==> src/rtl/reg_file_dbg_access_if.sv <==
// rtl/reg_file_dbg_access_if.sv - command/response, halt and register-file port bundle
//
// Purpose: groups every non-clock signal of reg_file_dbg_access.
//   master modport : the debug access block (accepts commands, drives the RF ports)
//   slave modport  : the debug transport, core halt logic and register file
// Signals:
//   cmd_valid/cmd_ready/cmd_op/cmd_reg/cmd_data       command channel
//   rsp_valid/rsp_ready/rsp_reg/rsp_data/rsp_err/rsp_last  response channel
//   halt_req/halt_ack                                 core halt handshake
//   rf_wr_en/rf_wr_reg/rf_wr_data/rf_rd_reg/rf_rd_data    register file ports
interface reg_file_dbg_access_if #(
   parameter int IDX_W = 5
);
   logic             cmd_valid;
   logic             cmd_ready;
   logic [1:0]       cmd_op;
   logic [IDX_W-1:0] cmd_reg;
   logic [31:0]      cmd_data;
   logic             rsp_valid;
   logic             rsp_ready;
   logic [IDX_W-1:0] rsp_reg;
   logic [31:0]      rsp_data;
   logic             rsp_err;
   logic             rsp_last;
   logic             halt_req;
   logic             halt_ack;
   logic             rf_wr_en;
   logic [IDX_W-1:0] rf_wr_reg;
   logic [31:0]      rf_wr_data;
   logic [IDX_W-1:0] rf_rd_reg;
   logic [31:0]      rf_rd_data;

   modport master (
      input  cmd_valid, cmd_op, cmd_reg, cmd_data, rsp_ready, halt_ack, rf_rd_data,
      output cmd_ready, rsp_valid, rsp_reg, rsp_data, rsp_err, rsp_last, halt_req,
             rf_wr_en, rf_wr_reg, rf_wr_data, rf_rd_reg
   );

   modport slave (
      output cmd_valid, cmd_op, cmd_reg, cmd_data, rsp_ready, halt_ack, rf_rd_data,
      input  cmd_ready, rsp_valid, rsp_reg, rsp_data, rsp_err, rsp_last, halt_req,
             rf_wr_en, rf_wr_reg, rf_wr_data, rf_rd_reg
   );
endinterface

==> src/rtl/reg_file_dbg_access.sv <==
// rtl/reg_file_dbg_access.sv - debug/scan initiator for the GPR register file
//
// Purpose: takes read/write/dump commands, halts the core, drives the register
//   file ports for one cycle per access and returns one response per access.
// Ports:
//   clk    system clock, rising edge
//   rst_n  synchronous active-low reset
//   bus    reg_file_dbg_access_if.master (command, response, halt, RF ports)
// Build option: REG_DBG_DUMP_EN enables op 10 (dump of all registers);
//   without it op 10 is rejected like op 11.
module reg_file_dbg_access #(
   parameter int HALT_TIMEOUT = 16,
   parameter int NUM_REGS     = 32
) (
   input logic                   clk,
   input logic                   rst_n,
   reg_file_dbg_access_if.master bus
);
   localparam int IDX_W = $clog2(NUM_REGS);
   localparam int CNT_W = $clog2(HALT_TIMEOUT + 1);

   typedef enum logic [1:0] {S_IDLE, S_HALT, S_ACCESS, S_RESP} state_t;

   state_t           r_state;
   state_t           w_next;
   logic [1:0]       r_op;
   logic [IDX_W-1:0] r_reg;
   logic [31:0]      r_data;
   logic [CNT_W-1:0] r_cnt;
   logic             r_halt_req;
   logic [IDX_W-1:0] r_rsp_reg;
   logic [31:0]      r_rsp_data;
   logic             r_rsp_err;
   logic             r_rsp_last;
   logic             w_op_ok;
   logic             w_timeout;
   logic             w_is_write;
   logic             w_is_dump;
   logic             w_last_idx;
   logic [IDX_W-1:0] w_acc_reg;

`ifdef REG_DBG_DUMP_EN
   logic [IDX_W-1:0] r_idx;
   assign w_op_ok    = (bus.cmd_op != 2'b11);
   assign w_is_dump  = (r_op == 2'b10);
   assign w_last_idx = (r_idx == IDX_W'(NUM_REGS - 1));
   assign w_acc_reg  = w_is_dump ? r_idx : r_reg;
`else
   assign w_op_ok    = (bus.cmd_op[1] == 1'b0);
   assign w_is_dump  = 1'b0;
   assign w_last_idx = 1'b1;
   assign w_acc_reg  = r_reg;
`endif

   assign w_is_write = (r_op == 2'b01);
   // counter holds the number of ack-less HALT cycles already completed
   assign w_timeout  = (r_cnt == CNT_W'(HALT_TIMEOUT - 1));

   always_comb begin
      w_next = r_state;
      case (r_state)
         S_IDLE:   if (bus.cmd_valid) w_next = w_op_ok ? S_HALT : S_RESP;
         S_HALT: begin
            if (bus.halt_ack)  w_next = S_ACCESS;
            else if (w_timeout) w_next = S_RESP;
         end
         S_ACCESS: w_next = S_RESP;
         S_RESP:   if (bus.rsp_ready) w_next = r_rsp_last ? S_IDLE : S_ACCESS;
         default:  w_next = S_IDLE;
      endcase
   end

   always_ff @(posedge clk) begin
      if (!rst_n) begin
         r_state    <= S_IDLE;
         r_op       <= '0;
         r_reg      <= '0;
         r_data     <= '0;
         r_cnt      <= '0;
         r_halt_req <= 1'b0;
         r_rsp_reg  <= '0;
         r_rsp_data <= '0;
         r_rsp_err  <= 1'b0;
         r_rsp_last <= 1'b0;
`ifdef REG_DBG_DUMP_EN
         r_idx      <= '0;
`endif
      end else begin
         r_state <= w_next;
         case (r_state)
            S_IDLE: if (bus.cmd_valid) begin
               r_op   <= bus.cmd_op;
               r_reg  <= bus.cmd_reg;
               r_data <= bus.cmd_data;
               r_cnt  <= '0;
`ifdef REG_DBG_DUMP_EN
               r_idx  <= '0;
`endif
               if (w_op_ok) begin
                  r_halt_req <= 1'b1;
               end else begin
                  // rejected op: respond at once, the core is never disturbed
                  r_rsp_reg  <= bus.cmd_reg;
                  r_rsp_data <= '0;
                  r_rsp_err  <= 1'b1;
                  r_rsp_last <= 1'b1;
               end
            end
            S_HALT: if (!bus.halt_ack) begin
               r_cnt <= r_cnt + CNT_W'(1);
               if (w_timeout) begin
                  r_rsp_reg  <= r_reg;
                  r_rsp_data <= '0;
                  r_rsp_err  <= 1'b1;
                  r_rsp_last <= 1'b1;
               end
            end
            S_ACCESS: begin
               r_rsp_reg  <= w_acc_reg;
               r_rsp_data <= w_is_write ? 32'h0 : bus.rf_rd_data;
               r_rsp_err  <= 1'b0;
               r_rsp_last <= !w_is_dump || w_last_idx;
            end
            S_RESP: if (bus.rsp_ready) begin
               if (r_rsp_last) r_halt_req <= 1'b0;
`ifdef REG_DBG_DUMP_EN
               else            r_idx      <= r_idx + IDX_W'(1);
`endif
            end
            default: ;
         endcase
      end
   end

   assign bus.cmd_ready  = rst_n && (r_state == S_IDLE);
   assign bus.rsp_valid  = (r_state == S_RESP);
   assign bus.rsp_reg    = r_rsp_reg;
   assign bus.rsp_data   = r_rsp_data;
   assign bus.rsp_err    = r_rsp_err;
   assign bus.rsp_last   = r_rsp_last;
   assign bus.halt_req   = r_halt_req;
   // x0 is hard-wired zero, so a write to it is silently dropped
   assign bus.rf_wr_en   = (r_state == S_ACCESS) && w_is_write && (r_reg != '0);
   assign bus.rf_wr_reg  = r_reg;
   assign bus.rf_wr_data = r_data;
   assign bus.rf_rd_reg  = w_acc_reg;
endmodule

==> src/flat_wrapper.sv <==
// flat-port wrapper written by rule: the top's interface ports become plain ports
module reg_file_dbg_access_flat 
#(
   parameter int HALT_TIMEOUT = 16,
   parameter int NUM_REGS     = 32
)
  (clk, rst_n, bus_cmd_valid, bus_cmd_op, bus_cmd_reg, bus_cmd_data, bus_rsp_ready, bus_halt_ack, bus_rf_rd_data, bus_cmd_ready, bus_rsp_valid, bus_rsp_reg, bus_rsp_data, bus_rsp_err, bus_rsp_last, bus_halt_req, bus_rf_wr_en, bus_rf_wr_reg, bus_rf_wr_data, bus_rf_rd_reg);
  reg_file_dbg_access_if bus_i ();
  input logic clk;
  input logic rst_n;
  input wire logic [$bits(bus_i.cmd_valid)-1:0] bus_cmd_valid;
  input wire logic [$bits(bus_i.cmd_op)-1:0] bus_cmd_op;
  input wire logic [$bits(bus_i.cmd_reg)-1:0] bus_cmd_reg;
  input wire logic [$bits(bus_i.cmd_data)-1:0] bus_cmd_data;
  input wire logic [$bits(bus_i.rsp_ready)-1:0] bus_rsp_ready;
  input wire logic [$bits(bus_i.halt_ack)-1:0] bus_halt_ack;
  input wire logic [$bits(bus_i.rf_rd_data)-1:0] bus_rf_rd_data;
  output wire logic [$bits(bus_i.cmd_ready)-1:0] bus_cmd_ready;
  output wire logic [$bits(bus_i.rsp_valid)-1:0] bus_rsp_valid;
  output wire logic [$bits(bus_i.rsp_reg)-1:0] bus_rsp_reg;
  output wire logic [$bits(bus_i.rsp_data)-1:0] bus_rsp_data;
  output wire logic [$bits(bus_i.rsp_err)-1:0] bus_rsp_err;
  output wire logic [$bits(bus_i.rsp_last)-1:0] bus_rsp_last;
  output wire logic [$bits(bus_i.halt_req)-1:0] bus_halt_req;
  output wire logic [$bits(bus_i.rf_wr_en)-1:0] bus_rf_wr_en;
  output wire logic [$bits(bus_i.rf_wr_reg)-1:0] bus_rf_wr_reg;
  output wire logic [$bits(bus_i.rf_wr_data)-1:0] bus_rf_wr_data;
  output wire logic [$bits(bus_i.rf_rd_reg)-1:0] bus_rf_rd_reg;
  assign bus_i.cmd_valid = bus_cmd_valid;
  assign bus_i.cmd_op = bus_cmd_op;
  assign bus_i.cmd_reg = bus_cmd_reg;
  assign bus_i.cmd_data = bus_cmd_data;
  assign bus_i.rsp_ready = bus_rsp_ready;
  assign bus_i.halt_ack = bus_halt_ack;
  assign bus_i.rf_rd_data = bus_rf_rd_data;
  assign bus_cmd_ready = bus_i.cmd_ready;
  assign bus_rsp_valid = bus_i.rsp_valid;
  assign bus_rsp_reg = bus_i.rsp_reg;
  assign bus_rsp_data = bus_i.rsp_data;
  assign bus_rsp_err = bus_i.rsp_err;
  assign bus_rsp_last = bus_i.rsp_last;
  assign bus_halt_req = bus_i.halt_req;
  assign bus_rf_wr_en = bus_i.rf_wr_en;
  assign bus_rf_wr_reg = bus_i.rf_wr_reg;
  assign bus_rf_wr_data = bus_i.rf_wr_data;
  assign bus_rf_rd_reg = bus_i.rf_rd_reg;
  reg_file_dbg_access #(.HALT_TIMEOUT(HALT_TIMEOUT), .NUM_REGS(NUM_REGS)) u_core (.clk(clk), .rst_n(rst_n), .bus(bus_i));
endmodule
==> config.mk <==
export PLATFORM = sky130hd
export DESIGN_NAME = reg_file_dbg_access_flat
export DESIGN_NICKNAME = d
export VERILOG_FILES = /design/src/rtl/reg_file_dbg_access_if.sv /design/src/rtl/reg_file_dbg_access.sv /design/src/flat_wrapper.sv
export SDC_FILE = /design/constraint.sdc
export NUM_CORES = 1
export LEC_CHECK = 0
export ABC_AREA = 1
export BUFFER_PORTS_ARGS = -buffer_cell sky130_fd_sc_hd__buf_4
export CAP_MARGIN = 20
export CORE_ASPECT_RATIO = 2
export CORE_MARGIN = 4
export CORE_UTILIZATION = 47
export CTS_CLUSTER_SIZE = 20
export DETAILED_ROUTE_END_ITERATION = 7
export PLACE_DENSITY = 0.84
export SYNTH_ARGS = -nofsm -noshare
export SYNTH_HDL_FRONTEND = slang
export SYNTH_SLANG_ARGS = --single-unit
export TNS_END_PERCENT = 5
==> constraint.sdc <==
create_clock -name clk -period 2.8 [get_ports clk]
set_input_delay 0.42 -clock clk [delete_from_list [all_inputs] [get_ports clk]]
set_output_delay 0.42 -clock clk [all_outputs]
set_load 0.1 [all_outputs]
==> results of run 1 <==
==> cells in the mapped netlist <==
cell,number
nor2_2,14
o21ai_0,56
buf_4,10
a21oi_1,37
nor2_1,131
inv_6,1
buf_12,3
dfxtp_1,86
nor3_1,2
clkbuf_2,1
o21ai_1,6
buf_8,2
buf_2,7
nand3_1,6
inv_1,49
nand2_2,24
clkbuf_1,8
buf_6,2
inv_2,3
nand2_1,68
nand4_1,2
ha_1,6
buf_1,1
==> critical path, cell delays in order, from the launching register on <==
cell	delay, ps
dfxtp_1	350
inv_1	100
ha_1	390
nand2_1	100
inv_1	70
buf_4	280
==> cells in the final DEF (no fill, tap or decap), types with 9 or more instances in the layout <==
cell type	n
buf_4	166
nor2_1	131
dfxtp_1	86
nand2_1	68
o21ai_0	56
inv_1	49
a21oi_1	37
nand2_2	24
nor2_2	14
clkbuf_16	9
==> per-stage QoR <==
stage / cells / hold slack [ps]
floorplan: 525 / 449
CTS: 770 / 307
finish: 770 / 317
global route: 770 / 323
global placement: 754 / 456
detailed placement: 754 / 463
==> per-layer routing <==
layer  vias up  GRT usage (%)  routed length [um]
li1       1904              -                   -
met1      1687           20.4                3420
met2       130           39.0                5550
met3        19           6.48                 868
met4         0           9.10                 208
met5         -              0                   0
==> worst max-delay path by stage <==
stage	cells after the start	end	start	slack, ps
floorplan	4	bus_rf_wr_en	u_core.bus.rf_rd_reg[1]$_SDFFE_PN0P_	520
global placement	11	u_core.bus.rsp_data[13]$_SDFFE_PN0P_	u_core.r_cnt[0]$_SDFFE_PN0P_	870
detailed placement	11	u_core.bus.rsp_data[20]$_SDFFE_PN0P_	u_core.r_cnt[0]$_SDFFE_PN0P_	800
CTS	5	bus_cmd_ready	u_core.r_state[1]$_SDFFE_PN0P_	760
global route	10	u_core.bus.rsp_data[17]$_SDFFE_PN0P_	u_core.r_cnt[0]$_SDFFE_PN0P_	560
finish	5	bus_cmd_ready	u_core.r_state[0]$_SDFFE_PN0P_	770
==> cell families (layout without fill, tap and decap cells) <==
| family | Yosys count | in the layout |
|---|---|---|
| adder cells (fa/ha/maj) | 6 | 6 |
| AND/OR/NAND/NOR | 247 | 247 |
| AO/OA/AOI/OAI | 99 | 99 |
| buffers and inverters | 87 | 236 |
| flip-flops | 86 | 86 |
==> cell type report <==
type / instances / area [um^2] / area share, %
clock buffers: 11 / 243 / 4.63
clock inverters: 5 / 82.6 / 1.57
inverters: 53 / 204 / 3.89
multi-input cells: 352 / 1610 / 30.7
flip-flops and latches: 86 / 1720 / 32.8
well taps: 96 / 120 / 2.29
repair buffers: 167 / 1270 / 24.1
==> impl_metrics.env, run 1 <==
export IMPL_arrival_ps=1610
export IMPL_endpoint_kind="output pin"
export IMPL_vias=3740
export IMPL_pre_cts_ws_ps=797
export IMPL_synthesis_nets=607
export IMPL_cts_tree="done"
export IMPL_maxSlewViolCount=0
export IMPL_cts_setup_buffers=0
export IMPL_drc=0
export IMPL_setup_viol=0
export IMPL_grt_first_pass_wirelength_um=16200
export IMPL_cts_root_buf="clkbuf_16"
export IMPL_hold_depth=3
export IMPL_syn_area_um2=3790
export IMPL_period_needed_ps=2030
export IMPL_syn_inst=525
export IMPL_yosysTopAreaCellShare_pct=45.4
export IMPL_synth_compound_area_share_pct=13.1
export IMPL_rsz0062_at_grt="false"
export IMPL_grt_max_degree=48
export IMPL_dieArea_um2=9660
export IMPL_r2r_setup_slack_ps=780
export IMPL_period_share_pct=72.5
export IMPL_start_kind="flip-flop"
export IMPL_cts_htree_levels=3
export IMPL_fmax_mhz=492
export IMPL_grt_use_total_pct=20.9
export IMPL_min_to="u_core.bus.rsp_data[16]$_SDFFE_PN0P_"
export IMPL_synthXorXnorAreaFrac_pct=0
export IMPL_yosys_area_share_simple_pct=27.3
export IMPL_dr_first_iter_drc_count=147
export IMPL_postRouteAntennaNets=0
export IMPL_clockBufferDepth=2
export IMPL_post_cts_resized=0
export IMPL_num_io_pins=161
export IMPL_antenna_found_initial=0
export IMPL_numCtsBuffers=9
export IMPL_start_util_pct=48.1
export IMPL_final_cell_area_um2=5250
export IMPL_tightestPinTransition_ps=520
export IMPL_dr_pass1_iters=4
export IMPL_ys_top_cells_by_area="dfxtp_1, nor2_1, o21ai_0"
export IMPL_ys_warn_count=0
export IMPL_ys_seq_area_share_pct=45.4
export IMPL_min_path_type="in -> reg"
export IMPL_cp_required_ps=2380
export IMPL_yosys_area_share_adder_pct=1.98
export IMPL_areaGrowthSynthToFinish_pct=38.2
export IMPL_place_hpwl_um=7750
export IMPL_detail_route_wl_per_cell_um=13.0
export IMPL_crit_fanout=11
export IMPL_coreArea_um2=7890
export IMPL_placed_area_um2=4920
export IMPL_synth_area_per_cell_um2=7.23
export IMPL_outcome="complete, no violations"
export IMPL_cts_hold_buf=0
export IMPL_synth_area_mux_share_pct=0
export IMPL_fin_nets=751
export IMPL_utilization_pct=66.5
export IMPL_portBuffers=160
export IMPL_r2r_end="u_core.bus.rsp_data[20]$_SDFFE_PN0P_"
export IMPL_fillers=668
export IMPL_cts_sinks=86
export IMPL_ys_ff_latch=86
export IMPL_synth_top_family_by_area="simple AND/OR/NAND/NOR gates"
export IMPL_maxSlewHeadroom_pct=65.3
export IMPL_grt_overflow=0
export IMPL_maxCapViolCount=0
export IMPL_place_congestion=0.964
export IMPL_fin_ws_ps=770
export IMPL_drive_above_1_share_pct=33.2
export IMPL_hp_start="bus_rf_rd_data[16]"
export IMPL_reg2reg_depth=11
export IMPL_hold_viol=0
export IMPL_die_x_um=71.5
export IMPL_finClkSkew_ps=8.39
export IMPL_yosysTopAreaCell="dfxtp_1"
export IMPL_std_cell_rows=46
export IMPL_viasPerCell=4.86
export IMPL_reg2reg_from="u_core.r_cnt[0]$_SDFFE_PN0P_"
export IMPL_clk_pin_slew_ps=60
export IMPL_finalWirelength_um=10000
export IMPL_setup_tns_ps=0
export IMPL_clock_latency_ps=330
export IMPL_ys_types=23
export IMPL_die_h_um=135
export IMPL_grt_pass1_vias=3730
export IMPL_path_class="reg -> out"
export IMPL_insertedDiodeCount=0
Power of run 1 is left out: the tool's default activity adds up to more than one toggle a clock period on the data nets, which glitch-free logic cannot reach.
==> run 2, diff against run 1 <==
==> constraint.sdc (replaced) <==
create_clock -name clk -period 2 [get_ports clk]
set_input_delay 0.3 -clock clk [delete_from_list [all_inputs] [get_ports clk]]
set_output_delay 0.3 -clock clk [all_outputs]
set_load 0.1 [all_outputs]
==> run 2 against run 1 <==
Against the previous run:
- design area increased by 0.12%
- register-to-register slack worse by 520 ps
- non-clock buffer count increased by 2
- clock skew down 2.3 ps
- sequential cell count is the same
- clock-buffer cell count rose by 1
- worst setup slack worse by 620 ps
- first-iteration DRC count increased by 46%
- critical endpoint unchanged
==> impl_metrics.env, run 2 (synthesis gave the netlist of run 1 again) <==
export IMPL_numCtsBuffers=9
export IMPL_grt_use_met3_pct=7.82
export IMPL_finalWirelength_um=9970
export IMPL_insertedDiodeCount=0
export IMPL_grt_overflow=0
export IMPL_cts_tree="done"
export IMPL_grt_max_degree=49
export IMPL_grt_use_total_pct=20.3
export IMPL_fillers=694
export IMPL_hold_viol=0
export IMPL_arrival_ps=1550
export IMPL_top_usage_layer="met2"
export IMPL_setup_tns_ps=0
export IMPL_place_congestion=0.920
export IMPL_num_io_pins=161
export IMPL_clock_latency_ps=340
export IMPL_fmax_mhz=541
export IMPL_postRouteAntennaNets=0
export IMPL_antenna_found_initial=0
export IMPL_viasPerCell=4.81
export IMPL_final_common_cell="buf_4"
export IMPL_dr_pass1_iters=4
export IMPL_clockBufferDepth=2
export IMPL_setup_viol=0
export IMPL_layout_common_cells="buf_4, nor2_1, dfxtp_1, nand2_1, o21ai_0"
export IMPL_die_x_um=71.5
export IMPL_cp_required_ps=1700
export IMPL_start_util_pct=48.1
export IMPL_cts_hold_buf=0
export IMPL_maxSlewHeadroom_pct=64.6
export IMPL_endpoint_kind="output pin"
export IMPL_fin_nets=753
export IMPL_finClkSkew_ps=6.04
export IMPL_coreArea_um2=7890
export IMPL_maxCapViolCount=0
export IMPL_min_path_type="in -> reg"
export IMPL_portBuffers=160
export IMPL_dr_first_iter_drc_count=215
export IMPL_grtUsageMet2_pct=37.0
export IMPL_drc=0
export IMPL_clk_pin_slew_ps=60
export IMPL_path_class="reg -> out"
export IMPL_grt_use_met1_pct=20.2
export IMPL_dp_cells=756
export IMPL_areaGrowthSynthToFinish_pct=38.4
export IMPL_place_hpwl_um=7570
export IMPL_cts_root_buf="clkbuf_16"
export IMPL_period_share_pct=92.4
export IMPL_post_cts_resized=0
export IMPL_utilization_pct=66.6
export IMPL_rsz0062_at_grt="false"
export IMPL_grt_pass1_vias=3546
export IMPL_die_h_um=135
export IMPL_tightestPinTransition_ps=530
export IMPL_detail_route_wl_per_cell_um=12.9
export IMPL_crit_fanout=10
export IMPL_dieArea_um2=9660
export IMPL_outcome="complete, no violations"
export IMPL_grt_first_pass_wirelength_um=15700
export IMPL_period_needed_ps=1850
export IMPL_std_cell_rows=46
export IMPL_stdcell_count=772
export IMPL_drive_above_1_share_pct=33.6
export IMPL_vias=3710
export IMPL_start_kind="flip-flop"
export IMPL_cts_htree_levels=3
export IMPL_cts_sinks=86
export IMPL_maxSlewViolCount=0
export IMPL_cts_setup_buffers=0
## run 2: metrics by stage
step / hold WS [ps] / area, um^2 / setup WS, ps
3_3_place_gp: 456 / 4950 / 312
3_5_place_dp: 459 / 4950 / 262
2_1_floorplan: 437 / 3800 / -156
5_1_grt: 184 / 5250 / 58.8
6_report: 192 / 5250 / 152
4_1_cts: 182 / 5250 / 144
## run 2: layer usage
| metal | vias to the layer above | routed length, um |
|---|---|---|
| li1 | 1902 | - |
| met1 | 1650 | 3660 |
| met2 | 136 | 5200 |
| met3 | 22 | 850 |
| met4 | 0 | 254 |
| met5 | - | 0 |
## run 2: layout make-up
type / instances / area (um^2) / area share, %
flip-flops and latches: 86 / 1720 / 32.8
multi-input cells: 352 / 1610 / 30.7
repair buffers: 169 / 1290 / 24.6
clock buffers: 12 / 256 / 4.88
inverters: 53 / 204 / 3.88
well taps: 96 / 120 / 2.29
clock inverters: 4 / 45.0 / 0.858
## run 2: worst max-delay path, stage by stage (launching register included)
cell,delay (ps)
dfxtp_1,400
inv_1,90
ha_1,230
buf_4,170
nand2_1,60
inv_1,40
buf_4,220
## run 2: final timing paths
check	slack (ps)	start	endpoint	cells past startpoint
setup reg to reg	260	u_core.r_cnt[0]$_SDFFE_PN0P_	u_core.bus.rsp_data[17]$_SDFFE_PN0P_	11
hold / removal	190	bus_rf_rd_data[29]	u_core.bus.rsp_data[29]$_SDFFE_PN0P_	3
hold reg to reg	460	u_core.bus.halt_req$_SDFFE_PN0P_	u_core.bus.halt_req$_SDFFE_PN0P_	2
setup / recovery	150	u_core.r_state[0]$_SDFFE_PN0P_	bus_cmd_ready	6
Power of run 2 is left out for the same reason.
